### config.mk
export PLATFORM = sky130hd
export DESIGN_NAME = btn_event_reader
export DESIGN_NICKNAME = d
export VERILOG_FILES = /design/src/rtl/btn_event_reader.sv
export SDC_FILE = /design/constraint.sdc
export NUM_CORES = 1
export LEC_CHECK = 0
export ABC_AREA = 0
export CORE_MARGIN = 2
export CORE_UTILIZATION = 38
export DETAILED_ROUTE_END_ITERATION = 10
export GPL_ROUTABILITY_DRIVEN = 1
export PLACE_DENSITY = 0.58
export RECOVER_POWER = 100
export SLEW_MARGIN = 20
export SYNTH_ARGS = -nofsm -noshare
export SYNTH_HDL_FRONTEND = slang
export SYNTH_SLANG_ARGS = --single-unit
export TNS_END_PERCENT = 100
### constraint.sdc
create_clock -name clock -period 5.8 [get_ports clock]
set_clock_uncertainty 0.2 [all_clocks]
set_input_delay 1.74 -clock clock [delete_from_list [all_inputs] [get_ports clock]]
set_output_delay 1.74 -clock clock [all_outputs]
set_load 0.01 [all_outputs]
### src/rtl/btn_event_reader.sv
// Button event reader: sync, debounce, press detect, arbitrate and queue
// button events; the oldest event is popped by a processor load.
module btn_event_reader #(
  parameter int DEBOUNCE_CYCLES = 500000,
  parameter int DEPTH           = 4
) (
  input  logic        clock,
  input  logic        reset,
  input  logic [3:0]  btn,
  input  logic        rd_en,
  output logic [31:0] q,
  output logic        pending
);

  localparam int CW = $clog2(DEBOUNCE_CYCLES);
  localparam int AW = $clog2(DEPTH);
  localparam logic [CW-1:0] CMAX = CW'(DEBOUNCE_CYCLES - 1);

  logic [3:0]    sync1_q, sync1_d;
  logic [3:0]    sync2_q, sync2_d;
  logic [3:0]    stable_q, stable_d;
  logic [3:0]    prev_q, prev_d;
  logic [3:0]    req_q, req_d;
  logic [CW-1:0] cnt_q [4];
  logic [CW-1:0] cnt_d [4];
  logic [1:0]    mem_q [DEPTH];
  logic [1:0]    mem_d [DEPTH];
  logic [AW:0]   wr_q, wr_d;
  logic [AW:0]   rd_q, rd_d;
  logic          ovf_q, ovf_d;

  logic          empty;
  logic          full;
  logic          any_req;
  logic [1:0]    pick;
  logic [3:0]    pick_oh;
  logic          pop;
  logic          push;
  logic          drop;

  // Two-flop synchronizer and per-button debounce counters
  always_comb begin
    sync1_d  = btn;
    sync2_d  = sync1_q;
    stable_d = stable_q;
    prev_d   = stable_q;
    for (int i = 0; i < 4; i++) begin
      cnt_d[i] = '0;
      if (sync2_q[i] != stable_q[i]) begin
        if (cnt_q[i] == CMAX) begin
          stable_d[i] = sync2_q[i];
        end else begin
          cnt_d[i] = cnt_q[i] + CW'(1);
        end
      end
    end
  end

  // Lowest-index request wins; push into FIFO or drop on overflow
  always_comb begin
    empty   = (wr_q == rd_q);
    full    = (wr_q[AW] != rd_q[AW]) &&
              (wr_q[AW-1:0] == rd_q[AW-1:0]);
    any_req = |req_q;
    pick    = 2'd0;
    for (int i = 3; i >= 0; i--) begin
      if (req_q[i]) pick = 2'(i);
    end
    pick_oh = any_req ? (4'b0001 << pick) : 4'b0000;
    pop     = rd_en & ~empty;
    push    = any_req & (~full | pop);
    drop    = any_req & full & ~pop;
    req_d   = (req_q | (stable_q & ~prev_q)) & ~pick_oh;
    wr_d    = wr_q + {{AW{1'b0}}, push};
    rd_d    = rd_q + {{AW{1'b0}}, pop};
    for (int i = 0; i < DEPTH; i++) begin
      mem_d[i] = mem_q[i];
    end
    if (push) mem_d[wr_q[AW-1:0]] = pick;
    ovf_d = ovf_q;
    if (drop) begin
      ovf_d = 1'b1;
    end else if (rd_en) begin
      ovf_d = 1'b0;
    end
  end

  // Read word presents the oldest event and the sticky overflow flag
  always_comb begin
    q       = '0;
    q[8]    = ovf_q;
    pending = ~empty;
    if (!empty) q[2:0] = {1'b0, mem_q[rd_q[AW-1:0]]} + 3'd1;
  end

  // State registers with synchronous reset
  always_ff @(posedge clock) begin
    if (reset) begin
      sync1_q  <= '0;
      sync2_q  <= '0;
      stable_q <= '0;
      prev_q   <= '0;
      req_q    <= '0;
      wr_q     <= '0;
      rd_q     <= '0;
      ovf_q    <= 1'b0;
      for (int i = 0; i < 4; i++) cnt_q[i] <= '0;
      for (int i = 0; i < DEPTH; i++) mem_q[i] <= '0;
    end else begin
      sync1_q  <= sync1_d;
      sync2_q  <= sync2_d;
      stable_q <= stable_d;
      prev_q   <= prev_d;
      req_q    <= req_d;
      wr_q     <= wr_d;
      rd_q     <= rd_d;
      ovf_q    <= ovf_d;
      for (int i = 0; i < 4; i++) cnt_q[i] <= cnt_d[i];
      for (int i = 0; i < DEPTH; i++) mem_q[i] <= mem_d[i];
    end
  end

endmodule
==> run summary <==
The number of design-rule violations left by the first detailed-router iteration is 257. The portion of the clock cycle consumed by the worst path in the final layout is about three quarters. The detailed-routing iteration count for the pre-antenna-repair pass is 4. The total power density per cell area is 248 mW/mm².

Static timing analysis puts the maximum clock frequency at about 230 MHz. The estimated wirelength of the detail-placed design is 6220 µm. The number of nets in the finished design came out at around 580. The signal on the critical path passes through dlygate4sd3_1, clkbuf_1, nor2_1, o21ai_0, nor2_1. The H-tree was split into 3 levels. The biggest area contributor in the post-synthesis netlist is dfxtp_1. The setup TNS came out at 0 ns. The die footprint is between 0.01 and 0.015 mm². The width of the chip is about 120 µm. The adder-cell share of the synthesized area came out at 2.21%. In this run the cell area of the synthesized design comes to 0.00510 mm². The initial antenna violation count is 0. The minimum clock period after layout came out at between 4 and 5 ns. For the worst setup path, the data arrival time is approximately 4.3 ns. The sequential cell area fraction in the yosys report is between 40% and 50%.

The leakage power of the design came out at roughly 1.8 nW. The global placer's final weighted congestion is 0.800. In this run the worst hold path is classified as reg -> reg. The clock passes through at most 2 buffers.

The average via count per standard cell is between 4 and 5. The maximum number of pins on one net before global-route repair came out at 27. CTS saw 111 sinks. The number of cells upsized or downsized after cts is 0. The post-route worst hold slack is about 0.19 ns. The quantity of I/O buffers inserted on ports came out at 11. The mean routed wirelength per cell came out at 11.9 µm. Among the stages of the critical path, the cell type that occurs most often is nor2_1. Summing the areas of all xor and xnor instances in the mapped netlist gives a little under an eighth of the synthesized area.

The mux share of post-synthesis cell area is roughly 3%. The Yosys step of the flow raised 0 warnings. The number of clock buffers added by TritonCTS is 9. The maximum ir drop on the vdd rail is 161 µV. TritonCTS built the clock tree. The critical path required time is about 5.8 ns. The number of instances in the placed design is around 730. The die is 120 µm tall. The tree is rooted in a clkbuf_16.

The number of library cell types mapped by synthesis is 45. The number of diodes added for antenna fixing is 0. The headroom to the max-slew limit is -31.3%.

In the synthesized netlist, the cells that appear most often are dfxtp_1, nor2_1, xor2_1. The largest stage delay on the critical path came out at roughly 1.1 ns. Summed over all layers, the global routing overflow is 0.

The number of max-cap violations came out at 2. The post-synthesis to final-layout area growth is 7.45%. The fraction of final layout cells with drive strength greater than 1 came out at between 3 and 4%.

The later pin in the worst-skew pair is clocked with a latency of around 0.34 ns. The flow ran to the end, but the final reports show violations. The complex-gate fraction of the synthesized area came out at under 10%. The largest individual stage delay along the critical path comes from the cell dlygate4sd3_1. The boundary pin count is 40. STA classifies the critical path startpoint as a primary input. In the routed design, unresolved DRC markers number 0. The proportion of register bits with asynchronous set or reset after synthesis came out at 0%. The number of global-route vias before repair came out at ~3500. The number of flops mapped to enable cells by yosys is 0. The checks that failed: capacitance limit, slew limit. The routed design has around 8800 µm of wire. The number of buffers added for setup after CTS came out at 0. The post-synthesis average cell area is ~9.1 µm². After synthesis, the cell types taking the most area are dfxtp_1, xor2_1, nor2_1, buf_4, xnor2_1. Along the worst path, the maximum fanout reaches 26. The placeable core area came out at 0.0132 mm². The flip-flop and latch count after synthesis came out at 111. The quantity of hold-fixing buffers added after cts is 0. By startpoint and endpoint, the worst setup path is classified as in -> reg.

The final-report setup violation count is 0. Among all cell types in the netlist, the one instantiated most often is dfxtp_1. Setup repair after global routing left no endpoint under its margin. The worst setup path is captured at a register. The final-report hold violation count was 0. After synthesis, the largest family of logic cells by area is simple AND/OR/NAND/NOR gates.

The final-report max-slew violation count came out at 35. The wire length of the first global-routing pass came out at between 15000 and 20000 µm. The total via count in the routed design came out at between 3000 and 4000. The gate count after technology mapping is 563.

Among all flip-flop cells after synthesis, the most frequent one is dfxtp_1. The combined global-route utilization of all metal layers came out at a little over an eighth. The floorplan row count is 42. Clock-pin slew was measured on the worst setup and hold paths at ~0.070 ns. The area share of the largest cell type after synthesis came out at between 40% and 50%. The simple logic cell fraction of the synthesized area is about 28%. The initial utilization of the core area, before any placement, comes to roughly two fifths. In this run the remaining antenna-violating nets after routing total 0. The finished layout holds ~740 standard cells, fillers aside.

The transition time at the pin with the least slew margin came out at between 1.5 and 2 ns.
-- logic make-up (layout without fill, tap and decap cells) --
group | count (synthesis) | after routing
xor gates and xnor gates | 67 | 67
AOI/OAI and AO/OA | 35 | 35
and+or+nand+nor | 265 | 265
buffers and inverters | 62 | 40
other | 1 | 28
DFF | 111 | 111
adders and majority gates | 9 | 9
muxes | 13 | 13
-- placed cells by master (no fill, tap or decap), types with 10 or more instances in the layout --
cell type,count
xor2_1,39
nor4b_1,10
xnor2_1,28
nand3_1,21
nor2_1,87
mux2i_1,11
inv_1,12
nor4_1,14
dfxtp_1,111
conb_1,28
nor2b_1,17
nand2b_1,11
nand4_1,32
and4_1,13
nand2_1,22
a21oi_1,14
o21ai_0,11
-- worst paths after layout --
path | startpoint | end | slack, ns | depth (start not counted)
max | reset | cnt_q[2][8]$_SDFF_PP0_ | 1.43 | 5
min | prev_q[0]$_SDFF_PP0_ | req_q[0]$_SDFF_PP0_ | 0.19 | 1
max reg2reg | cnt_q[2][0]$_SDFF_PP0_ | cnt_q[2][8]$_SDFF_PP0_ | 2.68 | 5
min reg2reg | prev_q[0]$_SDFF_PP0_ | req_q[0]$_SDFF_PP0_ | 0.19 | 1
-- state kept, by name, summed over array words and instances, names as in the netlist --
signal	cells
sync1_q	4
mem_q	8
prev_q	4
rd_q	3
ovf_q	1
sync2_q	4
req_q	4
cnt_q	76
wr_q	3
prev_d	4
-- report_power, final --
group,switching (mW),leakage [nW],internal [mW]
Sequential,0.00192,0.896,0.765
Clock,0.264,0.127,0.305
Combinational,0.0187,0.803,0.00778
-- metrics by stage --
step | util (%) | setup slack (ns) | total power [mW] | cell area, µm²
4_1_cts | 41.7 | 1.59 | 1.38 | 5500
5_1_grt | 41.6 | 1.08 | 1.42 | 5480
3_3_place_gp | 39.6 | 1.81 | 0.811 | 5230
6_report | 41.6 | 1.43 | 1.36 | 5480
3_5_place_dp | 39.6 | 1.72 | 0.812 | 5230
2_1_floorplan | - | 2.50 | 0.818 | 5200
-- routing by layer --
layer	vias to the layer above	GRT usage, %	wire, µm
met3	14	2.47	206
li1	1894	-	-
met1	1724	16.5	4330
met4	0	6.47	212
met2	49	21.7	4080
met5	-	0	0
-- final cells by class --
type	count	area (µm²)
flip-flops and latches	111	2220
well taps	176	220
inverters	12	45.0
fillers	1335	7710
clock buffers	14	254
repair buffers	12	114
multi-input cells	417	2610
clock inverters	2	16.3
-- worst max-delay path: cells and delay by family --
| kind | cells | cell delay, ns |
|---|---|---|
| compound gates | 1 | 0.74 |
| buf+inv | 2 | 1.58 |
| simple gates | 2 | 0.26 |
Note: power is estimated with default switching activity, not from simulation.
